==> config.mk <==
export PLATFORM = sky130hd
export DESIGN_NAME = parity_serial_tx
export DESIGN_NICKNAME = d
export VERILOG_FILES = /design/src/rtl/parity_pkg.sv /design/src/rtl/parity_gen.sv /design/src/rtl/parity_serial_tx.sv
export SDC_FILE = /design/constraint.sdc
export NUM_CORES = 1
export LEC_CHECK = 0
export ABC_AREA = 1
export BUFFER_PORTS_ARGS = -buffer_cell sky130_fd_sc_hd__buf_2
export CAP_MARGIN = 5
export CORE_MARGIN = 1.5
export CORE_UTILIZATION = 35
export DETAILED_ROUTE_END_ITERATION = 12
export GPL_TIMING_DRIVEN = 0
export PLACE_DENSITY = 0.54
export SYNTH_ARGS = -nofsm -noshare
export SYNTH_HDL_FRONTEND = slang
export SYNTH_HIERARCHICAL = 1
export SYNTH_SLANG_ARGS = --single-unit
==> constraint.sdc <==
create_clock -name clk -period 3.75 [get_ports clk]
set_input_delay 0 -clock clk [delete_from_list [all_inputs] [get_ports clk]]
set_output_delay 0 -clock clk [all_outputs]
set_load 0.01 [all_outputs]
==> src/rtl/parity_pkg.sv <==
// Shared types and constants for the parity serial transmitter.
package parity_pkg;

    typedef enum logic [2:0] {
        IDLE,
        START,
        DATA,
        PARITY,
        STOP
    } tx_state_t;

    // Start, parity and stop bits wrapped around the data bits.
    localparam int FRAME_OVH = 3;

endpackage

==> src/rtl/parity_gen.sv <==
// Even-parity generator: XOR reduction of the data word.
module parity_gen #(
    parameter int DATA_W = 3
) (
    input  logic [DATA_W-1:0] data,
    output logic              par
);

    assign par = ^data;

endmodule

==> src/rtl/parity_serial_tx.sv <==
// Serial transmitter framing each word as start, data LSB first, even parity, stop.
// Optional build macro ERR_INJECT_EN adds inj_err to invert the parity bit of a frame.
module parity_serial_tx
    import parity_pkg::*;
#(
    parameter int DATA_W  = 3,
    parameter int BIT_CYC = 4
) (
    input  logic              clk,
    input  logic              rst,
    input  logic [DATA_W-1:0] din,
    input  logic              din_valid,
`ifdef ERR_INJECT_EN
    input  logic              inj_err,
`endif
    output logic              din_ready,
    output logic              sout,
    output logic              busy,
    output logic              frame_done
);

    localparam int CW = (BIT_CYC > 1) ? $clog2(BIT_CYC) : 1;
    localparam int IW = (DATA_W > 1) ? $clog2(DATA_W) : 1;
    localparam logic [CW-1:0] CNT_LAST = CW'(BIT_CYC - 1);
    localparam logic [IW-1:0] IDX_LAST = IW'(DATA_W - 1);

    tx_state_t         state, state_d;
    logic [CW-1:0]     bit_cnt, bit_cnt_d;
    logic [IW-1:0]     bit_idx, bit_idx_d;
    logic [DATA_W-1:0] data_q;
    logic              sout_q, sout_d;
    logic              par;
    logic              tx_par;
    logic              accept;
    logic              bit_end;

    parity_gen #(.DATA_W(DATA_W)) u_parity_gen (
        .data (data_q),
        .par  (par)
    );

`ifdef ERR_INJECT_EN
    logic inj_q;
    assign tx_par = par ^ inj_q;
`else
    assign tx_par = par;
`endif

    assign din_ready  = (state == IDLE) && !rst;
    assign busy       = (state != IDLE) && !rst;
    assign frame_done = (state == STOP) && bit_end && !rst;
    assign sout       = sout_q;
    assign accept     = din_valid && din_ready;
    assign bit_end    = (bit_cnt == CNT_LAST);

    always_comb begin
        state_d   = state;
        bit_cnt_d = bit_end ? '0 : bit_cnt + 1'b1;
        bit_idx_d = bit_idx;
        sout_d    = 1'b1;
        case (state)
            IDLE: begin
                bit_cnt_d = '0;
                if (accept) state_d = START;
            end
            START: begin
                if (bit_end) begin
                    state_d   = DATA;
                    bit_idx_d = '0;
                end
            end
            DATA: begin
                if (bit_end) begin
                    if (bit_idx == IDX_LAST) state_d = PARITY;
                    else                     bit_idx_d = bit_idx + 1'b1;
                end
            end
            PARITY: if (bit_end) state_d = STOP;
            STOP:   if (bit_end) state_d = IDLE;
            default: state_d = IDLE;
        endcase

        // The line value is chosen for the state being entered so sout can be a register.
        case (state_d)
            START:   sout_d = 1'b0;
            DATA:    sout_d = data_q[bit_idx_d];
            PARITY:  sout_d = tx_par;
            default: sout_d = 1'b1;
        endcase
    end

    always_ff @(posedge clk) begin
        if (rst) begin
            state   <= IDLE;
            bit_cnt <= '0;
            bit_idx <= '0;
            data_q  <= '0;
            sout_q  <= 1'b1;
`ifdef ERR_INJECT_EN
            inj_q   <= 1'b0;
`endif
        end else begin
            state   <= state_d;
            bit_cnt <= bit_cnt_d;
            bit_idx <= bit_idx_d;
            sout_q  <= sout_d;
            if (accept) begin
                data_q <= din;
`ifdef ERR_INJECT_EN
                inj_q  <= inj_err;
`endif
            end
        end
    end

endmodule

After elaboration in Yosys (flattened, before gate mapping):

Cells that the tools add are included.
W data, S select, Z words.

* bits in registers: 11
* input port bits: 6
* output and inout bits: 4
* logic and storage cells: 41

* $add $sub $neg: 2
* order comparisons: 1
* equality and inequality tests: 9
* muxes and demuxes: 14
* reduce and logical (&&, ||, !) cells: 10

Operators by type and width (number)
* $mux W3: 6
* $pmux W3 S5: 1
* $eq A3 B2 Y1 const B: 4
* $eq A3 B1 Y1 const B: 2
* $mux W2: 3
* $logic_and A1 B1 Y1: 5
* $add A2 B1 Y2 const B: 2
* $eq A2 B2 Y1 const B: 2
* $pmux W2 S2: 1
* $eq A3 B3 Y1 const B: 1
* $logic_not A3 Y1: 1
* $lt A2 B3 Y1 const B: 1
* $pmux W1 S3: 1
* $reduce_bool A3 Y1: 1
* $reduce_or A3 Y1: 1
* $reduce_xor A3 Y1: 1
* $bmux W1 S2: 1
* $logic_not A1 Y1: 1
* $mux W1: 1

Depth between registers and ports, before layout:

* word-level depth: 7
* mapped depth: 11
* gate-level depth less buffers: 11

Hierarchy:

The synthesis kept the hierarchy.

By module, submodules not included
* parity_serial_tx: instances 1, cells an instance 82, area an instance 584.3 µm², sequential area each 220.2 µm²
* parity_gen: instances 1, cells an instance 9, area an instance 35.0 µm², sequential area each 0.0 µm²

Worst setup path before layout:

OpenSTA, ideal clock, no wires.

* kind: reg2reg
* start point: register bit_cnt[0]
* end point: register sout_q, in the netlist sout
* library setup time: 0.115 ns
* arrival: 1.143 ns
* required time: 3.635 ns
* setup slack: 2.492 ns
* stages on the path, launching flop included: 11
* buffers on the path: 0
* clock period less this slack: 1.258 ns
* cell sequence: dfxtp_1 -> ha_1 -> inv_1 -> nor2_1 -> nand2_1 -> nand3_1 -> nand3_1 -> nand3_1 -> nand3_1 -> nand2_1 -> nand2_1

* cells in the longest elaborated chain, start to end: 6
* elaborated cells between the ends (all ways): 15
* classes of those cells: eq/ne (4); mux (11)

Ends and longest elaborated chain
* start: declaration: RTL line parity_serial_tx.sv:28 `logic [CW-1:0] bit_cnt, bit_cnt_d;`
* start signal: assignment: RTL line parity_serial_tx.sv:104 `bit_cnt <= bit_cnt_d;`
* $eq A2 B2 Y1 *: RTL line parity_serial_tx.sv:54 `assign bit_end = (bit_cnt == CNT_LAST);`
* $mux W2, on equally long branches: RTL line parity_serial_tx.sv:73, parity_serial_tx.sv:67
* $pmux W2 S2: RTL line parity_serial_tx.sv:61 `case (state)`
* $bmux W1 S2: RTL line parity_serial_tx.sv:86 `DATA: sout_d = data_q[bit_idx_d];`
* $mux W1 (implied by the code): RTL line parity_serial_tx.sv:86
* $pmux W1 S3 *: RTL line parity_serial_tx.sv:84 `case (state_d)`
* end signal: assignment: RTL line parity_serial_tx.sv:106 `sout_q <= sout_d;`
* end: declaration: RTL line parity_serial_tx.sv:31 `logic sout_q, sout_d;`

Every way passes the cells marked *; elsewhere a longest branch is shown, timed or not. The select of a mux whose other input is x is not followed.
A chain may end at the register's enable or synchronous reset.

Worst setup path after layout:

Same ends and word-level chain as after synthesis.

==> flow_summary_export.csv <==
group,metric,value,unit
synthesis,ys_seq_area_share,35.6,%
grt,grtUsageMet2,20.9,%
grt,grt_pass1_wl,1930,um
timing,fin_crit_sh,37.9,%
layout,diodes,0,
floorplanning,io_pins,10,
setup_path,r2r-end,"sout",
synthesis,yosys-top-cells-count,"nand2_1, inv_1, dfxtp_1, nor2_1, nand3_1",
routing,viasPerCell,4.68,
clock_network,cts_inserted_buffers,3,
grt,grt.busiest_layer,"met2",
routing,via_count,580,
routing,drt_wl_total,1210,um
layout,layout.nets,118,
setup_path,worst_ep_required_time,3970,ps
power_and_ir_drop,power.density,327,nW/um2
routing,drt-pass1-iter-count,4,
floorplanning,initial_core_util,36.7,%
timing,drv_slew,0,
floorplanning,placementRows,15,
timing,rsz0062_at_grt,"no",
timing,hold_viol,0,
synthesis,synth_area_per_cell,6.81,um2
synthesis,syn-num-nets,101,
floorplanning,fp.dieH,45.1,um
timing,fin_ws,2330,ps
synthesis,netlist_top_cells_area,"dfxtp_1, nand2_1, inv_1",
synthesis,yosys_warnings,6,
setup_path,crit_path_end_kind,"flip-flop",
synthesis,syn_area,619,um2
setup_path,startpoint,"bit_cnt[0]",
synthesis,synth_top_area_share,35.6,%
timing,fin_crit,1420,ps
placed_design,gp_congestion,0.712,
grt,grt_overflow,0,
timing,setup_viol,0,
timing,hold_ws,88.9,ps
setup_path,reg2reg_slack,2330,ps
power_and_ir_drop,irDropWorstVdd,0.000192,V
setup_path,critical_path_class,"flip-flop to flip-flop",
grt,grt_usage,13.2,%
synthesis,syn_inst,91,
setup_path,r2r-start,"bit_cnt[0]",
timing,fin_worst_skew,6.76,ps
grt,antenna_found_initial,0,
synthesis,yosysTopAreaCell,"dfxtp_1",
setup_path,reg2reg_depth,11,
clock_network,cts_max_level,1,
clock_network,cts_setup_buffers,0,
synthesis,synth_ff_type,"dfxtp_1",
run,maxCapViolations,0,
placed_design,io_buffers,9,
grt,first_global_vias,473,
grt,grt_util_met1,16.3,%
layout,area_delta_synth_final,19.8,%
layout,drive_gt1_share,15.9,%
synthesis,synth_cell_types,16,
floorplanning,die_area,2030,um2
clock_network,clock_path_buffers,2,
synthesis,async_reset_ff_share,0,%
setup_path,worstPathArrival,1650,ps
grt,groute.layer.met3.usage,6.00,%
layout,utilization,43.9,%
floorplanning,die_w,45.1,um
timing,tns,0,ps
timing,relSlewSlack,69.0,%
routing,wl_per_cell,9.79,um
setup_path,crit_path_frequent_cell,"nand2_1",
clock_network,path_clk_slew,70,ps
setup_path,start_kind,"flip-flop",
setup_path,slowest_delay,360,ps
placed_design,dp_hpwl,909,um
setup_path,endpoint,"sout",
synthesis,ys_seq_elements,11,
floorplanning,core,1690,um2
routing,route.detailed.drc,0,
clock_network,cts-root-buf,"clkbuf_4",
clock_network,cts_sinks,11,
routing,first_iter_violations,9,
grt,grt_max_degree,11,
clock_network,cts_tree,"done",
timing,max_freq,703,MHz
placed_design,post-place-ws,2340,ps
setup_path,slowest_stage,"dfxtp_1",
synthesis,synth_edf_count,0,
clock_network,clock_latency,270,ps
status,status,"finished clean",
timing,worst-slew-pin-transition,465,ps
hold_path,hp-class,"input pin to flip-flop",
routing,ant_nets,0,
setup_path,crit_chain,"ha_1 -> inv_1 -> nor2_1 -> nand2_1 -> nand3_1 -> nand2_1 -> inv_1 -> nand3_1 -> nand3_1 -> nand2_1 -> nand2_1",
clock_network,cts_resized,0,
synthesis,synthMostInstantiatedCell,"nand2_1",
setup_path,worst-path-max-fanout,4,
power_and_ir_drop,leakage,0.344,nW
[per-layer routing]
layer	up-vias	wire (um)
met3	0	56
met2	12	573
li1	319	-
met1	249	584
met5	-	0
met4	0	0
[power by group]
group / switching (mW) / internal, mW / total [mW]
sequential: 0.00389 / 0.122 / 0.126
clock: 0.0415 / 0.0412 / 0.0827
combinational: 0.0191 / 0.0151 / 0.0343
[worst min path at each step]
stage            from         end  slack [ps]  cells past startpoint
2_1_floorplan     rst        busy          50                      1
3_3_place_gp   din[0]   data_q[0]         200                      3
3_5_place_dp   din[1]   data_q[1]         200                      3
4_1_cts           rst  bit_cnt[1]          80                      4
5_1_grt           rst   data_q[2]         100                      4
6_report          rst  bit_cnt[1]          90                      4
[final cells by class]
cell class / count / area (um2)
buffer: 1 / 3.75
clock buffer: 4 / 26.3
fill: 179 / 947
inverter: 16 / 60.1
multi-input combinational: 63 / 335
sequential: 11 / 220
tap: 17 / 21.3
timing repair buffer: 12 / 75.1
[cells by family (layout without fill, tap and decap cells)]
| logic type | Yosys count | in the layout | synth area share (%) |
|---|---|---|---|
| flip-flops | 11 | 11 | 35.6 |
| adder cells (fa/ha/maj) | 4 | 4 | 8.08 |
| AO/OA/AOI/OAI | 11 | 11 | 10.3 |
| buffers and inverters | 17 | 33 | 10.3 |
| AND/OR/NAND/NOR | 48 | 48 | 35.8 |
[critical path: cells and delay by family, from the launching register on]
kind | cells | cell delay (ps)
fa+ha+maj | 1 | 230
flops | 1 | 360
buf+inv | 2 | 150
simple gates | 8 | 630
[state kept, by name, summed over array words and instances, names as in the netlist]
register,cells
bit_idx,2
sout,1
data_q,3
bit_cnt,2
state,3
[cells in the final DEF (no fill, tap or decap)]
| cell | Yosys | layout |
|---|---|---|
| a21oi_1 | 4 | 4 |
| clkbuf_4 | 0 | 3 |
| nor2_1 | 11 | 11 |
| o21ai_0 | 3 | 3 |
| ha_1 | 4 | 4 |
| nor3b_4 | 1 | 1 |
| nor4_1 | 1 | 1 |
| o31ai_1 | 3 | 3 |
| dfxtp_1 | 11 | 11 |
| nor2_2 | 3 | 3 |
| o22ai_1 | 1 | 1 |
| nor3b_1 | 1 | 1 |
| nand2_2 | 1 | 1 |
| buf_2 | 0 | 9 |
| clkbuf_1 | 1 | 2 |
| inv_1 | 16 | 16 |
| nand2_1 | 22 | 22 |
| nand3_1 | 8 | 8 |
| dlygate4sd3_1 | 0 | 3 |
[per-stage QoR]
| step | cell area, um2 | total power, mW | instances |
|---|---|---|---|
| final | 742 | 0.243 | 124 |
| after CTS | 742 | 0.247 | 124 |
| after global placement | 686 | 0.160 | 117 |
| after global routing | 742 | 0.259 | 124 |
| after floorplan | 619 | 0.150 | 91 |
| after detailed placement | 686 | 0.160 | 117 |
[timing repair]
action,CTS,global route
endpoints found under the setup margin,0,0
endpoints found under the hold margin,3,0
hold buffers,3,0
Power figures use the tool's default switching activity.
